**src/rtl/wb_rr_arbiter.sv**
```systemverilog
// Round-robin arbiter giving NM Wishbone pipelined masters turns on one shared slave.
// Defining WB_ARB_TIMEOUT_EN adds a hung-slave timer that aborts the owner's cycle.
module wb_rr_arbiter #(
  parameter int NM      = 4,
  parameter int TIMEOUT = 255
) (
  input  logic            CLK,
  input  logic            RST,
  input  logic [NM-1:0]   m_cyc,
  input  logic [NM-1:0]   m_stb,
  input  logic [NM-1:0]   m_we,
  input  logic [32*NM-1:0] m_addr,
  input  logic [32*NM-1:0] m_data,
  input  logic [4*NM-1:0] m_sel,
  output logic [NM-1:0]   m_stall,
  output logic [NM-1:0]   m_ack,
  output logic [NM-1:0]   m_err,
  output logic            o_cyc,
  output logic            o_stb,
  output logic            o_we,
  output logic [31:0]     o_addr,
  output logic [31:0]     o_data,
  output logic [3:0]      o_sel,
  input  logic            o_stall,
  input  logic            o_ack,
  input  logic            o_err,
  output logic [NM-1:0]   grant
);

  localparam int IW = $clog2(NM);

  if (NM < 2 || NM > 8 || TIMEOUT < 1) begin : g_bad_param
    $error("wb_rr_arbiter: NM must be 2..8 and TIMEOUT at least 1");
  end

`ifdef WB_ARB_TIMEOUT_EN
  typedef enum logic [1:0] {IDLE, OWN, ABORT} state_t;
`else
  typedef enum logic [0:0] {IDLE, OWN} state_t;
`endif

  state_t          state_q, state_d;
  logic [NM-1:0]   grant_d;
  logic [IW-1:0]   last_q, last_d;
  logic [7:0]      outstanding, cnt_d;

  logic [IW-1:0]   pick;
  logic            pick_vld;
  logic [IW-1:0]   cand;
  logic            owner_cyc;
  logic            owner_stb;
  logic            inc;
  logic            dec;
  logic            abort_err;

  // Round-robin search starting just after the most recent owner.
  always_comb begin
    pick     = '0;
    pick_vld = 1'b0;
    cand     = '0;
    for (int k = 1; k <= NM; k++) begin
      cand = IW'((int'(last_q) + k) % NM);
      if (!pick_vld && m_cyc[cand]) begin
        pick     = cand;
        pick_vld = 1'b1;
      end
    end
  end

  // grant is all-zero outside OWN, so AND-OR muxing yields zeros when idle.
  assign owner_cyc = |(grant & m_cyc);
  assign owner_stb = |(grant & m_stb);
  assign o_we      = |(grant & m_we);

  always_comb begin
    o_addr = '0;
    o_data = '0;
    o_sel  = '0;
    for (int i = 0; i < NM; i++) begin
      if (grant[i]) begin
        o_addr = o_addr | m_addr[32*i +: 32];
        o_data = o_data | m_data[32*i +: 32];
        o_sel  = o_sel  | m_sel[4*i +: 4];
      end
    end
  end

  assign o_cyc   = (state_q == OWN) & owner_cyc;
  assign o_stb   = o_cyc & owner_stb;
  assign m_stall = ~grant | (grant & {NM{o_stall}});
  assign m_ack   = grant & {NM{o_ack}};
  assign m_err   = grant & {NM{o_err | abort_err}};

  assign inc = o_stb & ~o_stall;
  assign dec = o_ack | o_err;

`ifdef WB_ARB_TIMEOUT_EN
  localparam int TW = $clog2(TIMEOUT + 1);
  logic [TW-1:0] timer_q, timer_d;

  assign abort_err = (state_q == OWN) && (timer_q == TW'(TIMEOUT));
`else
  assign abort_err = 1'b0;
`endif

  // NOTE: every variable gets a default before the case so no path leaves it
  // unassigned; otherwise synthesis would infer a latch to hold the old value.
  always_comb begin
    state_d = state_q;
    grant_d = grant;
    last_d  = last_q;
    cnt_d   = outstanding;
`ifdef WB_ARB_TIMEOUT_EN
    timer_d = timer_q;
`endif
    case (state_q)
      IDLE: begin
        cnt_d = '0;
        if (pick_vld) begin
          state_d       = OWN;
          grant_d       = '0;
          grant_d[pick] = 1'b1;
          last_d        = pick;
        end
      end
      OWN: begin
`ifdef WB_ARB_TIMEOUT_EN
        if (abort_err) begin
          state_d = ABORT;
          grant_d = '0;
          cnt_d   = '0;
          timer_d = '0;
        end else
`endif
        if (!owner_cyc) begin
          // No regrant on this edge: owners are always separated by an idle cycle.
          state_d = IDLE;
          grant_d = '0;
          cnt_d   = '0;
`ifdef WB_ARB_TIMEOUT_EN
          timer_d = '0;
`endif
        end else begin
          if (inc && !dec && outstanding != 8'hFF) begin
            cnt_d = outstanding + 8'd1;
          end else if (dec && !inc && outstanding != 8'h00) begin
            cnt_d = outstanding - 8'd1;
          end
`ifdef WB_ARB_TIMEOUT_EN
          if (dec) begin
            timer_d = '0;
          end else if (outstanding != 8'h00) begin
            timer_d = timer_q + 1'b1;
          end
`endif
        end
      end
`ifdef WB_ARB_TIMEOUT_EN
      ABORT: begin
        state_d = IDLE;
        grant_d = '0;
        cnt_d   = '0;
      end
`endif
      default: begin
        state_d = IDLE;
        grant_d = '0;
        cnt_d   = '0;
      end
    endcase
  end

  // NOTE: state registers use non-blocking assignments so every flop samples
  // the pre-edge values regardless of statement order.
  always_ff @(posedge CLK or posedge RST) begin
    if (RST) begin
      state_q     <= IDLE;
      grant       <= '0;
      last_q      <= IW'(NM - 1);
      outstanding <= '0;
`ifdef WB_ARB_TIMEOUT_EN
      timer_q     <= '0;
`endif
    end else begin
      state_q     <= state_d;
      grant       <= grant_d;
      last_q      <= last_d;
      outstanding <= cnt_d;
`ifdef WB_ARB_TIMEOUT_EN
      timer_q     <= timer_d;
`endif
    end
  end

endmodule

```
**config.mk**
```make
export PLATFORM = sky130hd
export DESIGN_NAME = wb_rr_arbiter
export DESIGN_NICKNAME = d
export VERILOG_FILES = /design/src/rtl/wb_rr_arbiter.sv
export SDC_FILE = /design/constraint.sdc
export NUM_CORES = 1
export LEC_CHECK = 0
export CORE_AREA = 2 2 147 149
export DETAILED_ROUTE_END_ITERATION = 10
export DIE_AREA = 0 0 149 151
export SLEW_MARGIN = 15
export SYNTH_ARGS = -nofsm -noshare
export SYNTH_HDL_FRONTEND = slang
export SYNTH_SLANG_ARGS = --single-unit
```
**constraint.sdc**
```tcl
create_clock -name CLK -period 1.7 [get_ports CLK]
set_clock_uncertainty 0.05 [all_clocks]
set_input_delay 0.255 -clock CLK [delete_from_list [all_inputs] [get_ports CLK]]
set_output_delay 0.255 -clock CLK [all_outputs]
set_load 0.01 [all_outputs]
```
### After elaboration in Yosys (flattened, before gate mapping)

Index checks and enable logic that the tools add are counted.

| operators by class | value |
|---|---|
| multiplexer cells | 36 |
| eq/ne operators | 2 |
| reduce and logical (&&, ||, !) cells | 12 |
| order comparisons | 6 |
| add/sub/neg operators | 4 |
| bitwise gates (word level) | 20 |

Operator list:

| kind | count |
|---|---|
| $mux 32 | 8 |
| $or 32x32->32 | 6 |
| $and 4x4->4 | 6 |
| $mux 4 | 6 |
| $or 4x4->4 | 4 |
| $lt 2x3->1 const B | 5 |
| $reduce_or 4->1 | 3 |
| $mux 1 | 11 |
| $bmux 1 s2 | 4 |
| $mux 2 | 4 |
| $pmux 4 s2 | 1 |
| $add 2x1->2 const B | 2 |
| $add 2x2->2 const B | 2 |
| $logic_and 1x1->1 | 4 |
| $ne 2x2->1 const B | 2 |
| $not 4->4 | 1 |
| $reduce_and 2->1 | 2 |
| $logic_not 1->1 | 3 |
| $and 1x1->1 | 2 |
| $demux 1 s2 | 1 |
| $ge 2x1->1 const B | 1 |
| $pmux 1 s2 | 1 |
| $not 1->1 | 1 |

| storage, ports and cells | value |
|---|---|
| output and inout bits | 87 |
| register bits after elaboration | 7 |
| input bits | 289 |
| logic and storage cells | 83 |

### Longest topological paths before layout

| logic depth | value |
|---|---|
| depth after elaboration | 19 |
| gate-level depth with buffers | 4 |
| depth with buffers taken out | 4 |

### Least setup slack after synthesis

Ideal clock, no wire load.

| timing | value |
|---|---|
| path kind | register -> output |
| start point | reg grant[0] |
| end point | out o_addr[0] |
| arrival | 1.205 ns |
| buffers on the path | 2 |
| stages on the path, launching flop included | 5 |
| data required time | 1.395 ns |
| path slack | 0.190 ns |
| cell sequence | dfrtp_1 -> clkbuf_1 -> buf_1 -> a22oi_1 -> nand2_1 |

| on the way | value |
|---|---|
| cells in the longest elaborated chain, start to end | 7 |

RTL lines:

| what | line | source |
|---|---|---|
| start: declaration | 27 | `output logic [NM-1:0] grant` |
| start signal: assignment | 186 | `grant <= grant_d;` |
| $mux 32 (*) | 80 | `if (grant[i]) begin` |
| $or 32x32->32 | 81 | `o_addr = o_addr \| m_addr[32*i +: 32];` |
| $mux 32 (*) | 80 |  |
| $or 32x32->32 | 81 |  |
| $mux 32 (*) | 80 |  |
| $or 32x32->32 | 81 |  |
| $mux 32 (*) | 80 |  |
| end: declaration | 21 | `output logic [31:0] o_addr,` |

Every way passes the cells marked *; elsewhere a longest branch is shown, timed or not.

### Final worst setup path

| timing | value |
|---|---|
| start point | reg grant[0] |
| end point | out o_addr[20] |

The elaborated chain is that of the path after synthesis.

==> summary.txt <==
Outcome
  • Outcome: complete, but fails checks
  • Violated checks: setup timing

Routing
  • # DRC: 0
  • Via count: 4192
  • Drt pass-1 iters: 4
  • Final Routed Wirelength: 17.8 mm
  • Wire per inst: 17.9 µm
  • Initial DRC count: 143
  • Final ANT Viol Nets: 0
  • Vias per inst: 4.22

Synthesis
  • Cell variety after synth: 25
  • Yosys warnings: 0
  • Mapped Cells: 295
  • Post-Synth XOR/XNOR Area: 0%
  • Compound-Gate Fraction of Synth Area: 61.6%
  • Main combinational cell family by area after synthesis: compound AO/OA/AOI/OAI gates
  • Post-Syn Nets: 584
  • Post-synthesis sequential area ratio: 9.25%
  • Syn avg cell area: 6.51 µm²
  • Mapped cell area: 1920 µm²
  • Post-synthesis mux area share: 0%
  • Simple logic cell fraction of the synthesized area: 22.0%
  • Seq cells post-synth: 7
  • Adder-Cell Fraction of Synth Area: 0%

Power and ir drop
  • Sw power: 4.46 mW
  • Worst VDD drop: 0.564 mV
  • Total power: 9.75 mW
  • Gate power share: 91.5%
  • Pwr Density: 1360 nW/µm²
  • Switching Share: 45.8%
  • Internal power: 5.29 mW
  • Sequential power share: 4.3%
  • Leak pwr: 2.96 nW
  • Clock power share: 4.2%

Global routing
  • Tot GR Track Use: 13.3%
  • First-pass GRT wire length: 23.4 mm
  • Number of global-route vias before repair: 4126
  • Largest net degree at the start of global routing: 32
  • Overflow after GRT: 0
  • Initial antenna violation count: 0

CTS
  • CTS tree: yes
  • CTS buffer count: 3
  • Clock transition at path regs: 0.04 ns
  • Post-CTS Hold Buffers: 0
  • H-tree Lvls: 1
  • Clock root buffer: clkbuf_16
  • Latest clock arrival within the worst-skew pair: 0.23 ns
  • # clock sinks: 7
  • Clk buf depth: 2

STA
  • Crit share post-route: 109%
  • Max transition margin: 76.0%
  • Max Freq: 540 MHz
  • Final hold violation count: 0
  • Setup Viol. Count Final: 55
  • Fin worst setup slack: -0.151 ns
  • Pins over their slew limit: 0
  • Unrepaired setup endpoints after global routing: yes
  • Post-layout min period: 1.85 ns
  • Final TNS setup: -3.07 ns
  • WHS: 0.207 ns
  • Slew @ Worst Pin: 0.356 ns

Setup path
  • Crit start category: flop
  • Largest stage delay, worst path: 0.43 ns
  • Worst EP required: 1.39 ns
  • CP cell instances: buf_6 -> buf_8 -> buf_16 -> buf_6 -> a22oi_2 -> nand2_1 -> buf_2
  • Top cell by count, worst path: buf_6
  • R2R setup slack: 0.03 ns
  • CP Max Fanout: 5
  • R2R depth: 7
  • Worst r2r dst: grant[0]
  • Slowest CP cell: dfrtp_2
  • CP endpoint kind: output pin
  • Critical setup path kind: reg2out
  • CP arrival: 1.55 ns
  • RR Startpoint: grant[0]

Die
  • Rows: 53
  • Initial Utilization: 9.22%
  • Die width: 149 µm
  • Die area: 22500 µm²
  • Core Area: 20800 µm²
  • DIE HEIGHT: 151 µm
  • Ports: 376

Final layout
  • Commonest non-fill, non-tap cell in the layout: clkdlybuf4s50_1
  • Post-Layout Cell Count: 994
  • Diode count: 0
  • Nets: 1009
  • Most frequent cells in the layout: clkdlybuf4s50_1 (288), a22oi_2 (97), nand2_1 (71), buf_2 (54), a22oi_1 (43)
  • Proportion of layout cells with a drive suffix above 1: 36.7%
  • Area growth syn-to-layout: 272%

Placement
  • Routability cong.: 0.743
  • HPWL after detailed placement: 12.2 mm
  • Port Buf Inserts: 375
  • Placed Instances: 949

Job
  • Max-Cap Viols: 0

Min path
  • Hold Path Class: in2async
[worst max-delay path, delay by kind of cell (launching register included)]
kind | cells | cell delay [ns]
flops | 1 | 0.43
compound gates | 1 | 0.14
simple gates | 1 | 0.07
buf+inv | 5 | 0.66
[logic make-up after synthesis]
logic type,count (synthesis)
and+or+nand+nor,95
buffers and inverters,36
AOI/OAI and AO/OA,157
DFF,7
[per-layer routing]
layer	track usage, %	vias to the layer above	wire length [µm]
met1	15.9	1952	6870
met5	0	-	0
li1	-	2018	-
met4	1.86	0	170
met2	25.3	210	9480
met3	2.53	12	1270
[cell type report]
class	instances	area [µm²]
multi-input combinational	252	2130
timing repair buffer	452	4400
fill	2187	13700
inverter	4	15.0
sequential	7	183
clock buffer	4	78.8
tap	275	344
[repair_timing]
action	in CTS	in global routing
hold endpoints to repair	0	0
setup buffers	32	8
pin swaps	15	30
resized for setup	347	105
cloned	8	2
endpoints found under the setup margin	84	75
[registers in the layout, indices dropped and copies added, names as in the netlist]
register / cells
state_q: 1
last_q: 2
grant: 4
[synthesized netlist by cell type]
library cell,number,area (µm²)
nor3_1,2,10.0
a22o_2,1,10.0
or2_1,1,6.26
nor4_4,1,21.3
a211oi_1,1,7.51
and2_1,8,50.1
or2b_1,1,7.51
dfstp_2,2,52.6
buf_2,2,10.0
a21oi_1,3,15.0
o21ai_2,2,17.5
inv_1,4,15.0
nor3b_1,1,7.51
a311oi_2,1,15.0
nand2b_1,6,37.5
dfrtp_1,5,125
a22oi_1,140,1050
nor2_1,4,15.0
a211o_1,1,8.76
nand2_1,71,267
a22o_1,3,26.3
o2bb2ai_1,2,17.5
o21ai_0,3,15.0
clkbuf_1,16,60.1
buf_1,14,52.6
[power groups by stage]
stage / registers, mW / clock network, mW / logic (mW)
2_1_floorplan: 0.359 / 0 / 3.11
3_3_place_gp: 0.401 / 0 / 7.70
3_5_place_dp: 0.400 / 0 / 7.68
4_1_cts: 0.428 / 0.407 / 8.52
5_1_grt: 0.434 / 0.420 / 9.54
6_report: 0.421 / 0.407 / 8.92
[worst max-delay path by stage]
| stage | cells past startpoint | endpoint | start | slack [ns] |
|---|---|---|---|---|
| 4_1_cts | 7 | o_addr[19] | grant[1] | -0.20 |
| 5_1_grt | 7 | o_addr[20] | grant[0] | -0.20 |
| 3_5_place_dp | 5 | o_cyc | m_cyc[0] | -0.35 |
| 3_3_place_gp | 5 | o_stb | m_cyc[0] | -0.36 |
| 6_report | 7 | o_addr[20] | grant[0] | -0.15 |
| 2_1_floorplan | 4 | o_addr[0] | grant[0] | 0.19 |
[through the flow]
stage	utilization (%)	setup WS, ns	cell area (µm²)
after floorplan	-	0.190	1920
after global placement	30.1	-0.361	6260
after detailed placement	30.1	-0.355	6260
after CTS	33.1	-0.202	6900
after global routing	34.3	-0.195	7150
final	34.3	-0.151	7150
No activity file was read; power rests on OpenSTA's default activity.
